==> src/rtl/div_clk_monitor_pkg.sv <==
// Shared types and defaults for the divided-clock monitor.
// Optional build macro used by this slice: MON_SYNC_EN (adds an input synchronizer).
package div_clk_monitor_pkg;

    // Monitor FSM states, 2-bit encoding
    typedef enum logic [1:0] {
        ST_IDLE = 2'd0,
        ST_ARM  = 2'd1,
        ST_MEAS = 2'd2
    } mon_state_e;

    // Defaults matching the divide-by-2 stage
    localparam int EXP_PERIOD_DIV2 = 2;
    localparam int LOCK_CNT_DEF    = 4;
    localparam int TIMEOUT_DEF     = 16;

    // Match counter width; LOCK_CNT is limited to 1..15
    localparam int MATCH_W = 4;

    // Saturating increment of the match counter
    function automatic logic [MATCH_W-1:0] match_inc(input logic [MATCH_W-1:0] v,
                                                     input logic [MATCH_W-1:0] lim);
        return (v >= lim) ? lim : v + 1'b1;
    endfunction

endpackage

==> src/rtl/div_clk_monitor_if.sv <==
// Signal bundle between the divider/system side and the divided-clock monitor.
// The master modport is the monitor itself; slave is the system side using its results.
interface div_clk_monitor_if #(
    parameter int CW = 8
) ();
    logic          en;
    logic          div_clk_i;
    logic [CW-1:0] period_o;
    logic          period_vld_o;
    logic          lock_o;
    logic          err_o;
    logic          timeout_o;

    modport master (
        input  en,
        input  div_clk_i,
        output period_o,
        output period_vld_o,
        output lock_o,
        output err_o,
        output timeout_o
    );

    modport slave (
        output en,
        output div_clk_i,
        input  period_o,
        input  period_vld_o,
        input  lock_o,
        input  err_o,
        input  timeout_o
    );
endinterface

==> src/rtl/div_clk_monitor_edge_det.sv <==
// Rising-edge detector for a clock-like signal sampled as data.
// With MON_SYNC_EN defined a 2-FF synchronizer precedes the sample register
// (rise latency 3 cycles); otherwise the input must already be in the clk domain
// (rise latency 1 cycle).
module div_clk_monitor_edge_det (
    input  logic clk,
    input  logic rst_n,
    input  logic d_i,
    output logic rise_o
);

    logic d_in;

`ifdef MON_SYNC_EN
    logic sync1_q;
    logic sync2_q;

    // Two-stage synchronizer for a source in a foreign clock domain
    always_ff @(posedge clk or negedge rst_n) begin
        if (!rst_n) begin
            sync1_q <= 1'b0;
            sync2_q <= 1'b0;
        end else begin
            sync1_q <= d_i;
            sync2_q <= sync1_q;
        end
    end

    assign d_in = sync2_q;
`else
    assign d_in = d_i;
`endif

    logic s_q;
    logic p_q;

    // Sample register and its one-cycle delayed copy
    always_ff @(posedge clk or negedge rst_n) begin
        if (!rst_n) begin
            s_q <= 1'b0;
            p_q <= 1'b0;
        end else begin
            s_q <= d_in;
            p_q <= s_q;
        end
    end

    assign rise_o = s_q & ~p_q;

endmodule

==> src/rtl/div_clk_monitor.sv <==
// Divided-clock monitor: measures the period of div_clk_i in clk cycles,
// reports lock after LOCK_CNT consecutive matching periods, flags mismatches
// and missing edges. Build macro MON_SYNC_EN inserts an input synchronizer.
module div_clk_monitor
    import div_clk_monitor_pkg::*;
#(
    parameter int CW         = 8,
    parameter int EXP_PERIOD = EXP_PERIOD_DIV2,
    parameter int LOCK_CNT   = LOCK_CNT_DEF,
    parameter int TIMEOUT    = TIMEOUT_DEF
) (
    input logic               clk,
    input logic               rst_n,
    div_clk_monitor_if.master mon_if
);

    localparam logic [CW-1:0]      CNT_MAX  = '1;
    localparam logic [CW-1:0]      CNT_ONE  = CW'(1);
    localparam logic [CW-1:0]      EXP_C    = CW'(EXP_PERIOD);
    localparam logic [CW-1:0]      TO_C     = CW'(TIMEOUT);
    // ARM counts from 0, so TIMEOUT idle cycles end when the count shows TIMEOUT-1
    localparam logic [CW-1:0]      TO_ARM_C = CW'(TIMEOUT - 1);
    localparam logic [MATCH_W-1:0] LOCK_C   = MATCH_W'(LOCK_CNT);

    logic rise;

    div_clk_monitor_edge_det u_edge_det (
        .clk    (clk),
        .rst_n  (rst_n),
        .d_i    (mon_if.div_clk_i),
        .rise_o (rise)
    );

    mon_state_e         state_q;
    logic [CW-1:0]      cnt_q;
    logic [CW-1:0]      cnt_d;
    logic [MATCH_W-1:0] match_q;
    logic [MATCH_W-1:0] match_d;
    logic [CW-1:0]      period_q;
    logic               period_vld_q;
    logic               lock_q;
    logic               err_q;
    logic               timeout_q;

    // Saturating cycle counter and match counter increments
    assign cnt_d   = (cnt_q == CNT_MAX) ? cnt_q : cnt_q + CNT_ONE;
    assign match_d = match_inc(match_q, LOCK_C);

    // Monitor FSM with registered outputs; pulses default low every cycle
    always_ff @(posedge clk or negedge rst_n) begin
        if (!rst_n) begin
            state_q      <= ST_IDLE;
            cnt_q        <= '0;
            match_q      <= '0;
            period_q     <= '0;
            period_vld_q <= 1'b0;
            lock_q       <= 1'b0;
            err_q        <= 1'b0;
            timeout_q    <= 1'b0;
        end else begin
            period_vld_q <= 1'b0;
            err_q        <= 1'b0;
            timeout_q    <= 1'b0;
            if (!mon_if.en) begin
                // Disable wins over everything; the last period is kept
                state_q <= ST_IDLE;
                cnt_q   <= '0;
                match_q <= '0;
                lock_q  <= 1'b0;
            end else begin
                case (state_q)
                    ST_IDLE: begin
                        state_q <= ST_ARM;
                        cnt_q   <= '0;
                    end
                    ST_ARM: begin
                        if (rise) begin
                            // First edge only starts the measurement
                            cnt_q   <= CNT_ONE;
                            state_q <= ST_MEAS;
                        end else if (cnt_q >= TO_ARM_C) begin
                            timeout_q <= 1'b1;
                            cnt_q     <= '0;
                        end else begin
                            cnt_q <= cnt_d;
                        end
                    end
                    ST_MEAS: begin
                        if (rise) begin
                            // A rise beats a simultaneous timeout and is judged as a period
                            period_q     <= cnt_q;
                            period_vld_q <= 1'b1;
                            cnt_q        <= CNT_ONE;
                            if (cnt_q == EXP_C) begin
                                match_q <= match_d;
                                if (match_d == LOCK_C) begin
                                    lock_q <= 1'b1;
                                end
                            end else begin
                                err_q   <= 1'b1;
                                match_q <= '0;
                                lock_q  <= 1'b0;
                            end
                        end else if (cnt_q >= TO_C) begin
                            timeout_q <= 1'b1;
                            lock_q    <= 1'b0;
                            match_q   <= '0;
                            cnt_q     <= '0;
                            state_q   <= ST_ARM;
                        end else begin
                            cnt_q <= cnt_d;
                        end
                    end
                    default: begin
                        state_q <= ST_IDLE;
                        cnt_q   <= '0;
                    end
                endcase
            end
        end
    end

    assign mon_if.period_o     = period_q;
    assign mon_if.period_vld_o = period_vld_q;
    assign mon_if.lock_o       = lock_q;
    assign mon_if.err_o        = err_q;
    assign mon_if.timeout_o    = timeout_q;

endmodule

==> src/flat_wrapper.sv <==
// flat-port wrapper written by rule: the top's interface ports become plain ports
module div_clk_monitor_flat import div_clk_monitor_pkg::*;
#(
    parameter int CW         = 8,
    parameter int EXP_PERIOD = EXP_PERIOD_DIV2,
    parameter int LOCK_CNT   = LOCK_CNT_DEF,
    parameter int TIMEOUT    = TIMEOUT_DEF
)
  (clk, rst_n, mon_if_en, mon_if_div_clk_i, mon_if_period_o, mon_if_period_vld_o, mon_if_lock_o, mon_if_err_o, mon_if_timeout_o);
  div_clk_monitor_if #(.CW(CW)) mon_if_i ();
  input logic clk;
  input logic rst_n;
  input wire logic [$bits(mon_if_i.en)-1:0] mon_if_en;
  input wire logic [$bits(mon_if_i.div_clk_i)-1:0] mon_if_div_clk_i;
  output wire logic [$bits(mon_if_i.period_o)-1:0] mon_if_period_o;
  output wire logic [$bits(mon_if_i.period_vld_o)-1:0] mon_if_period_vld_o;
  output wire logic [$bits(mon_if_i.lock_o)-1:0] mon_if_lock_o;
  output wire logic [$bits(mon_if_i.err_o)-1:0] mon_if_err_o;
  output wire logic [$bits(mon_if_i.timeout_o)-1:0] mon_if_timeout_o;
  assign mon_if_i.en = mon_if_en;
  assign mon_if_i.div_clk_i = mon_if_div_clk_i;
  assign mon_if_period_o = mon_if_i.period_o;
  assign mon_if_period_vld_o = mon_if_i.period_vld_o;
  assign mon_if_lock_o = mon_if_i.lock_o;
  assign mon_if_err_o = mon_if_i.err_o;
  assign mon_if_timeout_o = mon_if_i.timeout_o;
  div_clk_monitor #(.CW(CW), .EXP_PERIOD(EXP_PERIOD), .LOCK_CNT(LOCK_CNT), .TIMEOUT(TIMEOUT)) u_core (.clk(clk), .rst_n(rst_n), .mon_if(mon_if_i));
endmodule
==> config.mk <==
export PLATFORM = sky130hd
export DESIGN_NAME = div_clk_monitor_flat
export DESIGN_NICKNAME = d
export VERILOG_FILES = /design/src/rtl/div_clk_monitor_pkg.sv /design/src/rtl/div_clk_monitor_if.sv /design/src/rtl/div_clk_monitor_edge_det.sv /design/src/rtl/div_clk_monitor.sv /design/src/flat_wrapper.sv
export SDC_FILE = /design/constraint.sdc
export NUM_CORES = 1
export LEC_CHECK = 0
export CAP_MARGIN = 20
export CORE_MARGIN = 2
export CORE_UTILIZATION = 56
export CTS_BUF_LIST = sky130_fd_sc_hd__clkbuf_8
export DETAILED_ROUTE_END_ITERATION = 10
export GPL_TIMING_DRIVEN = 0
export MAX_ROUTING_LAYER = met4
export PLACE_DENSITY = 0.8
export SLEW_MARGIN = 5
export SYNTH_ARGS = -nofsm -noshare
export SYNTH_HDL_FRONTEND = slang
export SYNTH_HIERARCHICAL = 1
export SYNTH_SLANG_ARGS = --single-unit
==> constraint.sdc <==
create_clock -name clk -period 2.3 [get_ports clk]
set_clock_uncertainty 0.15 [all_clocks]
set_input_delay 0.345 -clock clk [delete_from_list [all_inputs] [get_ports clk]]
set_output_delay 0.345 -clock clk [all_outputs]
set_load 0.01 [all_outputs]
==> flow_metrics.tcl, run 1 <==
set metrics [dict create \
    worstPathMaxFanout 10 \
    arrival_ns 2.14 \
    n_antenna_cell 0 \
    crit_top_cell "clkbuf_1" \
    final_common_cell "dfrtp_1" \
    ys_types 34 \
    holdWs_ns 0.252 \
    slowest_delay_ns 0.41 \
    synthArstFlopShare_pct 100 \
    clockRootBuffer "clkbuf_8" \
    max_freq_mhz 469 \
    r2r_setup_slack_ns 0.17 \
    drtIter0Drc 9 \
    numPortBuffers 15 \
    crit_required_ns 2.30 \
    wl_met2_mm 1.06 \
    max-cap-violations 0 \
    io_pins 16 \
    syn-instance-count 118 \
    routedWlPerCell_um 13.3 \
    hold_buffers 0 \
    relSlewSlack_pct 64.2 \
    leakagePower_nw 0.705 \
    area_growth_pct 20.0 \
    ys_warn_count 6 \
    fillCellCount 183 \
    fin_cells 167 \
    die_x_um 52.3 \
    post_cts_buffers 0 \
    crit_type "flop to flop" \
    cp_slowest_cell "dfrtp_1" \
    synth_seq_area_share_pct 53.7 \
    final_nets 153 \
    initial_core_util_pct 59.0 \
    clk_pin_slew_worst_paths_ns 0.09 \
    r2r_start "u_core/state_q[0]" \
    core_um2 2210 \
    ys_ff_latch 28 \
    placed_cells 164 \
    met3_length_um 57 \
    cp_cell_sequence "inv_1, ha_1, clkbuf_1, nand3_1, clkbuf_1, mux2_2" \
    wl_met1_mm 1.06 \
    hold_path_class "flop to flop" \
    synth_edf_count 0 \
    vdd_ir_drop_max_mv 0.536 \
    grt_pass1_wl_mm 3.81 \
    setup_violations 0 \
    crit_path_end_kind "flop" \
    startpoint_type "flop" \
    num_vias 897 \
    fp-row-count 17 \
    cts.sinks 28 \
    track_usage_pct 20.3 \
    ys.flop_type "dfrtp_1" \
    reg2reg_depth 6 \
    hold_viol 0 \
    drcViolationCount 0 \
    drive_above_1_share_pct 11.5 \
    outcome "completed" \
    insertion_delay_ns 0.27 \
    dieArea_um2 2730 \
    h-tree-depth 1 \
    fin_crit_sh_pct 92.8 \
    rsz0062_at_grt "false" \
    synth_area_per_cell_um2 11.1 \
    worstMarginPinSlew_ns 0.536 \
    cts_tree "yes" \
    dieHeight_um 52.3 \
    yosysTopAreaCell "dfrtp_1" \
    overflow 0 \
    critPathLaunch "u_core/state_q[0]" \
    avgViaCountPerCell 5.37 \
    period_minus_slack_ns 2.13 \
    clockBufferDepth 2 \
    place_hpwl_mm 1.67 \
    maxSlewViolCount 0 \
    antenna_found_initial 0 \
    ant_nets 0 \
    synth_area_leaders "dfrtp_1, ha_1, mux2_2" \
    p_per_area_nw_per_um2 711 \
    grt_pass1_vias 863 \
    synth_top_area_share_pct 53.7 \
    worstSetupEndpoint "u_core/mon_if.period_o[5]" \
    r2r_end "u_core/mon_if.period_o[5]" \
    drt-total-wl_mm 2.22 \
    numCtsBuffers 3 \
    mostFrequentLayoutCells "dfrtp_1, clkdlybuf4s50_1, nor2_1, nand2_1, inv_1" \
    drtPass1Iterations 4 \
    cts_resized 0 \
    synth_area_um2 1310 \
    gp_congestion 0.892 \
    grt_max_degree 20 \
    highest-signal-layer "met4" \
]
-- power breakdown --
part           switching, W  total (W)  internal [W]
logic              0.000144   0.000288      0.000144
registers         0.0000321   0.000573      0.000541
clock network      0.000136   0.000254      0.000117
-- final cells by class --
cell class	instances	area, um^2	share of cell area, %
plain buffers	4	22.5	1.44
clock buffers	3	41.3	2.64
inverters	9	33.8	2.16
multi-input cells	79	556	35.5
flip-flops and latches	28	701	44.7
well taps	28	35.0	2.24
repair buffers	16	178	11.3
-- routing by layer --
| metal | GRT usage (%) | up-vias |
|---|---|---|
| met2 | 30.4 | 16 |
| met5 | - | - |
| met3 | 3.43 | 4 |
| li1 | - | 443 |
| met1 | 26.8 | 434 |
| met4 | 10.3 | 0 |
-- registers in the layout, summed over array words and instances, names as in the netlist --
signal / cells
u_core/mon_if.err_o: 1
u_core/mon_if.lock_o: 1
u_core/mon_if.timeout_o: 1
u_core/state_q: 2
u_core/match_q: 4
u_core/mon_if.period_vld_o: 1
u_core/mon_if.period_o: 8
u_core/u_edge_det/p_q: 1
u_core/cnt_q: 8
u_core/u_edge_det/s_q: 1
-- worst min path at each step --
| stage | startpoint | to | slack (ns) | depth (start not counted) |
|---|---|---|---|---|
| finish | u_core/u_edge_det/s_q | u_core/u_edge_det/p_q | 0.25 | 0 |
| global route | u_core/u_edge_det/s_q | u_core/u_edge_det/p_q | 0.27 | 0 |
| CTS | u_core/u_edge_det/s_q | u_core/u_edge_det/p_q | 0.25 | 0 |
| detailed placement | u_core/u_edge_det/s_q | u_core/u_edge_det/p_q | 0.23 | 0 |
| global placement | u_core/u_edge_det/s_q | u_core/u_edge_det/p_q | 0.22 | 0 |
| floorplan | rst_n | u_core/cnt_q[0] | -0.10 | 0 |
-- synthesized netlist by cell type (2+ instances only) --
cell / count
o21ai_0: 4
a211oi_1: 2
nand4_1: 2
nand2_1: 10
clkbuf_1: 3
inv_1: 9
mux2i_1: 3
dfrtp_1: 28
nand3_1: 5
xnor2_1: 2
o21bai_1: 2
o31ai_1: 2
nor2_1: 11
ha_1: 8
mux2_2: 5
or4_4: 2
a21oi_1: 3
-- stage by stage --
stage | area [um^2] | worst slack, ns | power (W) | utilization (%) | TNS [ns]
floorplan | 1310 | 0.380 | 0.000755 | - | 0
global placement | 1500 | -0.00333 | 0.000850 | 67.7 | -0.00333
detailed placement | 1530 | -0.0109 | 0.000873 | 68.9 | -0.0109
CTS | 1570 | 0.168 | 0.00112 | 70.8 | 0
global route | 1570 | 0.0124 | 0.00118 | 70.8 | 0
finish | 1570 | 0.166 | 0.00111 | 70.8 | 0
-- worst max-delay path: cells and delay by family (launching register included) --
family	cells	cell delay, ns
fa+ha+maj	1	0.20
simple gates	1	0.25
mux	1	0.39
flops	1	0.41
buf+inv	3	0.63
-- logic make-up (layout without fill, tap and decap cells) --
kind of cell / count (synthesis) / in the layout / synth area share [%]
simple gates: 38 / 38 / 15.9
flops: 28 / 28 / 53.7
compound gates: 20 / 20 / 10.2
buf+inv: 13 / 32 / 4.31
fa+ha+maj: 8 / 8 / 7.67
mux: 8 / 8 / 6.62
xor+xnor: 2 / 2 / 1.34
other cells: 1 / 3 / 0.287
Note: power is estimated with default switching activity, not from simulation.
==> inputs of run 2 (changes only) <==
CORE_UTILIZATION = 35   (was 56)
PLACE_DENSITY = unset   (was 0.8)
SLEW_MARGIN = unset   (was 5)
==> run 2 against run 1 <==
Net effect:
- maximum frequency is 1.4% higher
- clock power increased by 52%
- combinational power barely moved
- sequential power barely moved
- non-clock buffer count is the same
- worst hold slack improved by 0.0028 ns
- sequential share of layout area shrank 1.8 points
- critical path type unchanged
==> flow_metrics.tcl, run 2 (synthesis results as in run 1) <==
set metrics [dict create \
    outcome "completed" \
    fillCellCount 347 \
    avgViaCountPerCell 4.62 \
    initial_core_util_pct 35.9 \
    clockBufferDepth 2 \
    clockRootBuffer "clkbuf_8" \
    drt-total-wl_mm 2.25 \
    cts.sinks 28 \
    gr-max-usage-layer "met2" \
    clk_pin_slew_worst_paths_ns 0.09 \
    finalCoreUtilization_pct 44.9 \
    overflow 0 \
    worstPathMaxFanout 10 \
    mostFrequentLayoutCells "dfrtp_1, clkdlybuf4s50_1, nor2_1, nand2_1, inv_1" \
    ant_nets 0 \
    numCtsBuffers 3 \
    r2r_end "u_core/mon_if.period_o[6]" \
    r2r_setup_slack_ns 0.20 \
    drtIter0Drc 37 \
    holdWs_ns 0.255 \
    final_common_cell "dfrtp_1" \
    core_um2 3630 \
    drcViolationCount 0 \
    period_minus_slack_ns 2.10 \
    slowest_delay_ns 0.41 \
    vdd_ir_drop_max_mv 0.247 \
    track_usage_pct 13.4 \
    place_hpwl_mm 1.68 \
    numPortBuffers 15 \
    grt_pass1_vias 908 \
    drtPass1Iterations 4 \
    crit_top_cell "clkbuf_1" \
    dieArea_um2 4230 \
    leakagePower_nw 0.725 \
    n_antenna_cell 0 \
    io_pins 16 \
    die_x_um 65.1 \
    insertion_delay_ns 0.27 \
    p_per_area_nw_per_um2 767 \
    path_depth 6 \
    crit_type "flop to flop" \
    hold_buffers 0 \
    num_vias 869 \
    crit_path_end_kind "flop" \
    reg2reg_depth 6 \
    relSlewSlack_pct 54.1 \
    worst-path-buf-inv 3 \
    antenna_found_initial 0 \
    fin_crit_sh_pct 91.5 \
    post-place-ws_ns -0.0842 \
    hold_viol 0 \
    dieHeight_um 65.1 \
    hold_path_class "flop to flop" \
    use_met3_pct 2.08 \
    post_cts_buffers 0 \
    cts_resized 0 \
    cp_cell_sequence "inv_1, ha_1, clkbuf_1, nand3_1, clkbuf_1, mux2_2" \
    startpoint_type "flop" \
    setup_ws_ns 0.196 \
    rsz0062_at_grt "false" \
    r2r_start "u_core/state_q[0]" \
    cts_tree "yes" \
    max-cap-violations 0 \
    grt_pass1_wl_mm 4.22 \
    grt_util_met1_pct 17.3 \
    arrival_ns 2.12 \
    crit_required_ns 2.32 \
    setup_violations 0 \
    path_delay_family "buffers and inverters" \
    routedWlPerCell_um 12.0 \
    fp-row-count 22 \
    worstSetupEndpoint "u_core/mon_if.period_o[6]" \
    h-tree-depth 1 \
    grt_max_degree 17 \
    drive_above_1_share_pct 12.1 \
    cp_slowest_cell "dfrtp_1" \
    worstMarginPinSlew_ns 0.686 \
    area_growth_pct 24.9 \
    maxSlewViolCount 0 \
    gp_congestion 0.786 \
    critPathLaunch "u_core/state_q[0]" \
    max_freq_mhz 475 \
    grtUsageMet2_pct 20.7 \
    final_nets 153 \
]
[run 2: metal layers]
metal  wire length, um  vias up  share of wire [%]
li1                  -      444                  -
met1              1110      411                 50
met2              1050       10                 46
met3                38        4                1.7
met4                50        0                2.2
met5                 0        -                  0
[run 2: power by group]
group / internal [W] / switching, W
Sequential: 0.000541 / 0.0000354
Combinational: 0.000143 / 0.000145
Clock: 0.000233 / 0.000153
Total: 0.000917 / 0.000333
[run 2: layout make-up]
class / count / area [um^2] / area share (%)
flip-flops and latches: 28 / 701 / 43.0
multi-input cells: 79 / 564 / 34.6
repair buffers: 16 / 178 / 10.9
well taps: 48 / 60.1 / 3.68
clock buffers: 3 / 41.3 / 2.53
inverters: 9 / 33.8 / 2.07
clock inverters: 1 / 30.0 / 1.84
plain buffers: 4 / 22.5 / 1.38
[run 2: worst min path at each step]
stage,from,end,cells past startpoint
detailed placement,u_core/u_edge_det/s_q,u_core/u_edge_det/p_q,0
floorplan,rst_n,u_core/cnt_q[0],0
global placement,u_core/u_edge_det/s_q,u_core/u_edge_det/p_q,0
CTS,u_core/u_edge_det/s_q,u_core/u_edge_det/p_q,0
global route,u_core/u_edge_det/s_q,u_core/u_edge_det/p_q,0
finish,u_core/u_edge_det/s_q,u_core/u_edge_det/p_q,0
[run 2: worst reg2reg max path, delay by kind of cell (launching register included)]
kind,cells,cell delay [ns]
adder cells (fa/ha/maj),1,0.19
flip-flops,1,0.41
multiplexers,1,0.38
buffers and inverters,3,0.62
AND/OR/NAND/NOR,1,0.25
[run 2: stage by stage]
| stage | cells | instance area [um^2] | setup TNS, ns | power (W) |
|---|---|---|---|---|
| global placement | 183 | 1520 | 0 | 0.000854 |
| detailed placement | 184 | 1550 | -0.123 | 0.000874 |
| CTS | 188 | 1620 | 0 | 0.00126 |
| global route | 188 | 1630 | 0 | 0.00133 |
| finish | 188 | 1630 | 0 | 0.00125 |
| floorplan | 120 | 1310 | 0 | 0.000755 |
